[config.mk]
export PLATFORM = sky130hd
export DESIGN_NAME = fifo_wr_push
export DESIGN_NICKNAME = d
export VERILOG_FILES = /design/src/rtl/fifo_pkg.sv /design/src/rtl/sync_r2w.sv /design/src/rtl/fifo_wr_push.sv
export SDC_FILE = /design/constraint.sdc
export NUM_CORES = 1
export LEC_CHECK = 0
export CAP_MARGIN = 40
export CORE_ASPECT_RATIO = 0.8
export CORE_UTILIZATION = 43
export DETAILED_ROUTE_END_ITERATION = 10
export HOLD_SLACK_MARGIN = 0.06
export PLACE_DENSITY = 0.77
export SETUP_SLACK_MARGIN = 0.2
export SKIP_CTS_REPAIR_TIMING = 1
export SYNTH_ARGS = -nofsm -noshare
export SYNTH_HDL_FRONTEND = slang
export SYNTH_SLANG_ARGS = --single-unit
[constraint.sdc]
create_clock -name wclk -period 2.15 [get_ports wclk]
set_input_delay 0.43 -clock wclk [delete_from_list [all_inputs] [get_ports wclk]]
set_output_delay 0.43 -clock wclk [all_outputs]
set_load 0.01 [all_outputs]
[src/rtl/fifo_pkg.sv]
// Shared FIFO helpers: gray/binary conversion, skid-buffer state, depth helper.
// Conversions work on a 32-bit container; narrower pointers are zero-extended
// and the result is cast back, which is exact because leading zeros do not
// change the lower bits of either conversion.
package fifo_pkg;

  typedef enum logic [1:0] {
    EMPTY = 2'd0,
    ONE   = 2'd1,
    TWO   = 2'd2
  } skid_state_e;

  function automatic int depth_of(input int addrsize);
    return 1 << addrsize;
  endfunction

  function automatic logic [31:0] bin2gray(input logic [31:0] b);
    return b ^ (b >> 1);
  endfunction

  // Prefix XOR from the MSB down, done in log2 steps.
  function automatic logic [31:0] gray2bin(input logic [31:0] g);
    logic [31:0] b;
    b = g;
    for (int s = 1; s < 32; s = s << 1) b = b ^ (b >> s);
    return b;
  endfunction

endpackage

[src/rtl/sync_r2w.sv]
// Two-flop synchronizer bringing a gray pointer into the write clock domain.
module sync_r2w #(
  parameter int W = 5
) (
  input  logic         wclk,
  input  logic         wrst_n,
  input  logic [W-1:0] d_i,
  output logic [W-1:0] q_o
);

  logic [W-1:0] meta_q;
  logic [W-1:0] sync_q;

  // First flop may go metastable; second flop gives it a cycle to settle.
  always_ff @(posedge wclk or negedge wrst_n) begin
    if (!wrst_n) begin
      meta_q <= '0;
      sync_q <= '0;
    end else begin
      meta_q <= d_i;
      sync_q <= meta_q;
    end
  end

  assign q_o = sync_q;

endmodule

[src/rtl/fifo_wr_push.sv]
// Write-side push controller: 2-entry skid buffer feeding the FIFO write port,
// rptr synchronizer, and optional registered fill level / almost-full.
// Optional feature macro: FIFO_WR_PUSH_LEVEL_EN (level + almost-full logic).
module fifo_wr_push
  import fifo_pkg::*;
#(
  parameter int ADDRSIZE     = 4,
  parameter int DATASIZE     = 8,
  parameter int AFULL_THRESH = 2
) (
  input  logic                wclk,
  input  logic                wrst_n,
  input  logic                s_valid,
  output logic                s_ready,
  input  logic [DATASIZE-1:0] s_data,
  input  logic                wfull,
  input  logic [ADDRSIZE:0]   wptr,
  input  logic [ADDRSIZE:0]   rptr,
  output logic                winc,
  output logic [DATASIZE-1:0] wdata,
  output logic [ADDRSIZE:0]   wq2_rptr,
  output logic [ADDRSIZE:0]   wlevel,
  output logic                walmost_full
);

  localparam int PW = ADDRSIZE + 1;

  skid_state_e         state_q, state_d;
  logic [DATASIZE-1:0] head_q, head_d;
  logic [DATASIZE-1:0] skid_q, skid_d;
  logic                ready_q, ready_d;
  logic                accept, pop;

  // Handshakes: pop depends only on registered state and wfull.
  assign accept = s_valid & ready_q;
  assign pop    = (state_q != EMPTY) & ~wfull;

  assign s_ready = ready_q;
  assign winc    = pop;
  assign wdata   = head_q;

  // Skid-buffer next state; head always holds the oldest word.
  always_comb begin
    state_d = state_q;
    head_d  = head_q;
    skid_d  = skid_q;
    case (state_q)
      EMPTY: if (accept) begin
        state_d = ONE;
        head_d  = s_data;
      end
      ONE: begin
        if (accept && !pop) begin
          state_d = TWO;
          skid_d  = s_data;
        end else if (!accept && pop) begin
          state_d = EMPTY;
        end else if (accept && pop) begin
          head_d = s_data;
        end
      end
      TWO: if (pop) begin
        state_d = ONE;
        head_d  = skid_q;
      end
      default: state_d = EMPTY;
    endcase
    ready_d = (state_d != TWO);
  end

  // Skid-buffer registers; reset discards any buffered words.
  always_ff @(posedge wclk or negedge wrst_n) begin
    if (!wrst_n) begin
      state_q <= EMPTY;
      head_q  <= '0;
      skid_q  <= '0;
      ready_q <= 1'b1;
    end else begin
      state_q <= state_d;
      head_q  <= head_d;
      skid_q  <= skid_d;
      ready_q <= ready_d;
    end
  end

  sync_r2w #(.W(PW)) u_sync_r2w (
    .wclk   (wclk),
    .wrst_n (wrst_n),
    .d_i    (rptr),
    .q_o    (wq2_rptr)
  );

`ifdef FIFO_WR_PUSH_LEVEL_EN
  localparam int DEPTH = depth_of(ADDRSIZE);

  logic [ADDRSIZE:0] wbin, rbin, level_d, level_q;
  logic              afull_d, afull_q;

  // Modulo-2^PW subtraction stays correct across pointer wrap.
  always_comb begin
    wbin    = PW'(gray2bin(32'(wptr)));
    rbin    = PW'(gray2bin(32'(wq2_rptr)));
    level_d = wbin - rbin;
    afull_d = (level_d >= PW'(DEPTH - AFULL_THRESH));
  end

  // Registered level and almost-full flag.
  always_ff @(posedge wclk or negedge wrst_n) begin
    if (!wrst_n) begin
      level_q <= '0;
      afull_q <= 1'b0;
    end else begin
      level_q <= level_d;
      afull_q <= afull_d;
    end
  end

  assign wlevel       = level_q;
  assign walmost_full = afull_q;
`else
  assign wlevel       = '0;
  assign walmost_full = 1'b0;
`endif

endmodule

==> qor.txt <==
status: complete, no violations
largest family of logic cells by synthesized area: multiplexers
Final min period: 1.83 ns
post-layout util: 0.639
crit-path max cell delay: 0.50 ns
Sequential Power Share: 0.424
Hold Path Class: flop to flop
Crit-path slowest cell: clkdlybuf4s50_1
final hold violation count: 0
H-tree levels: 2
commonest non-fill, non-tap cells in the layout: clkdlybuf4s50_1 (30), dfrtp_1 (28), mux2_2 (16)
vias per cell: 4.81
PwrDens: 1200 nW/um2
largest net degree at the start of global routing: 30
total congestion overflow: 0
Gate power share: 0.346
worst skew pair latency: 0.32 ns
Internal: 0.00145 W
Placed Cells: 146
mapped cell area: 1210 um2
Tightest Pin Transition: 0.529 ns
YS warnings: 0
num rows: 16
post-synth top area share: 0.579
DRC viols: 0
vias in the first global route: 755
Peak Freq: 547 MHz
hpwl dp: 1430 um
non-filler cells in the finished layout: 154
FF+latch count, synth: 29
total CTS buffers: 5
Die Height: 49.4 um
TritonCTS clock tree: yes
# diodes: 0
Placer Congestion: 0.720
Final Slew Violations: 0
Hold Path Sink: u_sync_r2w.q_o[3]
post-route ant nets: 0
chip width: 61.3 um
Synth area leader: dfrtp_1
library cells used by synthesis: 19
total wire length: 2070 um
CP Class: primary input to flop
min-delay src: u_sync_r2w.meta_q[3]
XOR/XNOR share of the synthesized area: 0
Clk pwr share: 0.231
worst hold slack: 0.355 ns
Syn Area/Cell: 15.5 um2
period utilisation layout: 0.850
post-synthesis mux area share: 0.256
first-pass GRT wire length: 3450 um
Pwr Total: 0.00197 W
initial antenna violation count: 0
Detailed Route Iter0 Violations: 14
Post-Synth Adder-Cell Area: 0
crit path capture type: flop
worst r2r src: state_q[1]
Port Buffers: 31
Fin Setup TNS: 0 ns
final setup fails: 0
crit-path max FO: 8
R2R depth: 3
simple-gate portion of the synthesized area: 0.0548
type of origin of the critical path: primary input
CP Data Arrival Time: 2.02 ns
Crit path max-delay family: buffers and inverters
Synth Area in Compound Gates: 0.0259
fill count: 224
ranking of synthesized cells by area: dfrtp_1 (58%), mux2_2 (15%), mux2_4 (9.9%), buf_4 (4.3%), dfstp_2 (2.2%)
CTS clk-pin slew, worst paths: 0.09 ns
Critical Path RT: 2.35 ns
Peak VDD IR: 764 uV
routed len/inst: 13.4 um
vias: 740
WHS Path Cells: 0
most common cell after layout, fill and taps aside: clkdlybuf4s50_1
RSZ-0062 raised after global routing: no
switching part of the total: 0.263
Area Overhead vs Synth: 35.4%
worst r2r dst: wdata[3]
I/O pin cnt: 43
clk_skew: 0.0106 ns
CP Cell Sequence: clkdlybuf4s50_1 > and4bb_1 > a211o_1 > mux2_4
Clock Tree Root: clkbuf_4
sequential area share after synthesis: 0.601
Slew headroom: 0.647
core area: 2560 um2
Starting Density: 0.472
TritonRoute pass-1 iters: 3
share of cells above drive strength 1: 0.322
Sink Count: 29
WP buf/inv: 1
r2r setup slk: 0.33 ns
total track usage: 0.165
P_leak: 0.742 nW
# Max-Cap Violations: 0
CP Launch Point: wfull
P_sw: 0.000519 W
post-synthesis cell count: 78
Final #Nets: 139
CTS max path bufs: 2
die area: 3030 um2
==> power groups by stage <==
| stage | Sequential, W | Combinational [W] | Clock, W |
|---|---|---|---|
| after global placement | 0.000829 | 0.000668 | 0 |
| after global routing | 0.000860 | 0.000728 | 0.000495 |
| after detailed placement | 0.000844 | 0.000680 | 0 |
| after CTS | 0.000836 | 0.000687 | 0.000467 |
| final | 0.000835 | 0.000681 | 0.000454 |
| after floorplan | 0.000859 | 0.000385 | 0 |
==> cell families (layout without fill, tap and decap cells) <==
| kind of cell | after synthesis | count (layout) |
|---|---|---|
| AND/OR/NAND/NOR | 9 | 9 |
| buffers and inverters | 10 | 45 |
| flip-flops | 29 | 29 |
| other | 1 | 6 |
| multiplexers | 25 | 25 |
| AO/OA/AOI/OAI | 4 | 4 |
==> registers in the layout, indices dropped and copies added, names as in the netlist <==
signal and flops:
state_q 2, s_ready 1, skid_q 8, u_sync_r2w.q_o 5, u_sync_r2w.meta_q 5, wdata 8
==> metrics by stage <==
stage	setup slack [ns]	cell area [um2]
after floorplan	0.582	1230
after global placement	0.0457	1550
after detailed placement	0.0251	1550
after CTS	0.187	1640
after global routing	0.263	1640
final	0.322	1640
==> per-layer routing <==
layer / global-route usage / wire [um] / part of all wire
met4: 0.0795 / 44 / 0.021
met3: 0.0557 / 93 / 0.045
met2: 0.254 / 1000 / 0.48
met5: 0 / 0 / 0
met1: 0.204 / 928 / 0.45
==> area by class of cell <==
cell class / instances / area, um2 / area share
clock inverters: 1 / 30.0 / 0.0183
clock buffers: 7 / 55.1 / 0.0336
repair buffers: 35 / 343 / 0.209
flip-flops and latches: 29 / 727 / 0.444
well taps: 36 / 45.0 / 0.0275
multi-input cells: 44 / 430 / 0.263
inverters: 2 / 7.51 / 0.00458
==> worst max-delay path by stage <==
| stage | endpoint | slack, ns | depth (start not counted) |
|---|---|---|---|
| floorplan | skid_q[0] | 0.58 | 3 |
| global placement | wdata[2] | 0.05 | 4 |
| detailed placement | wdata[3] | 0.03 | 4 |
| CTS | winc | 0.19 | 3 |
| global route | wdata[3] | 0.26 | 3 |
| finish | wdata[3] | 0.32 | 4 |
==> cell usage after synthesis (all sizes together) <==
| cell type | number |
|---|---|
| a211o | 1 |
| nor3 | 1 |
| nand2 | 2 |
| o21a | 1 |
| mux2i | 1 |
| a221o | 1 |
| nor2 | 2 |
| buf | 8 |
| inv | 2 |
| dfstp | 1 |
| conb | 1 |
| and2b | 1 |
| mux2 | 24 |
| o21ai | 1 |
| and4bb | 2 |
| nor3b | 1 |
| dfrtp | 28 |
Note: power is estimated with default switching activity, not from simulation.
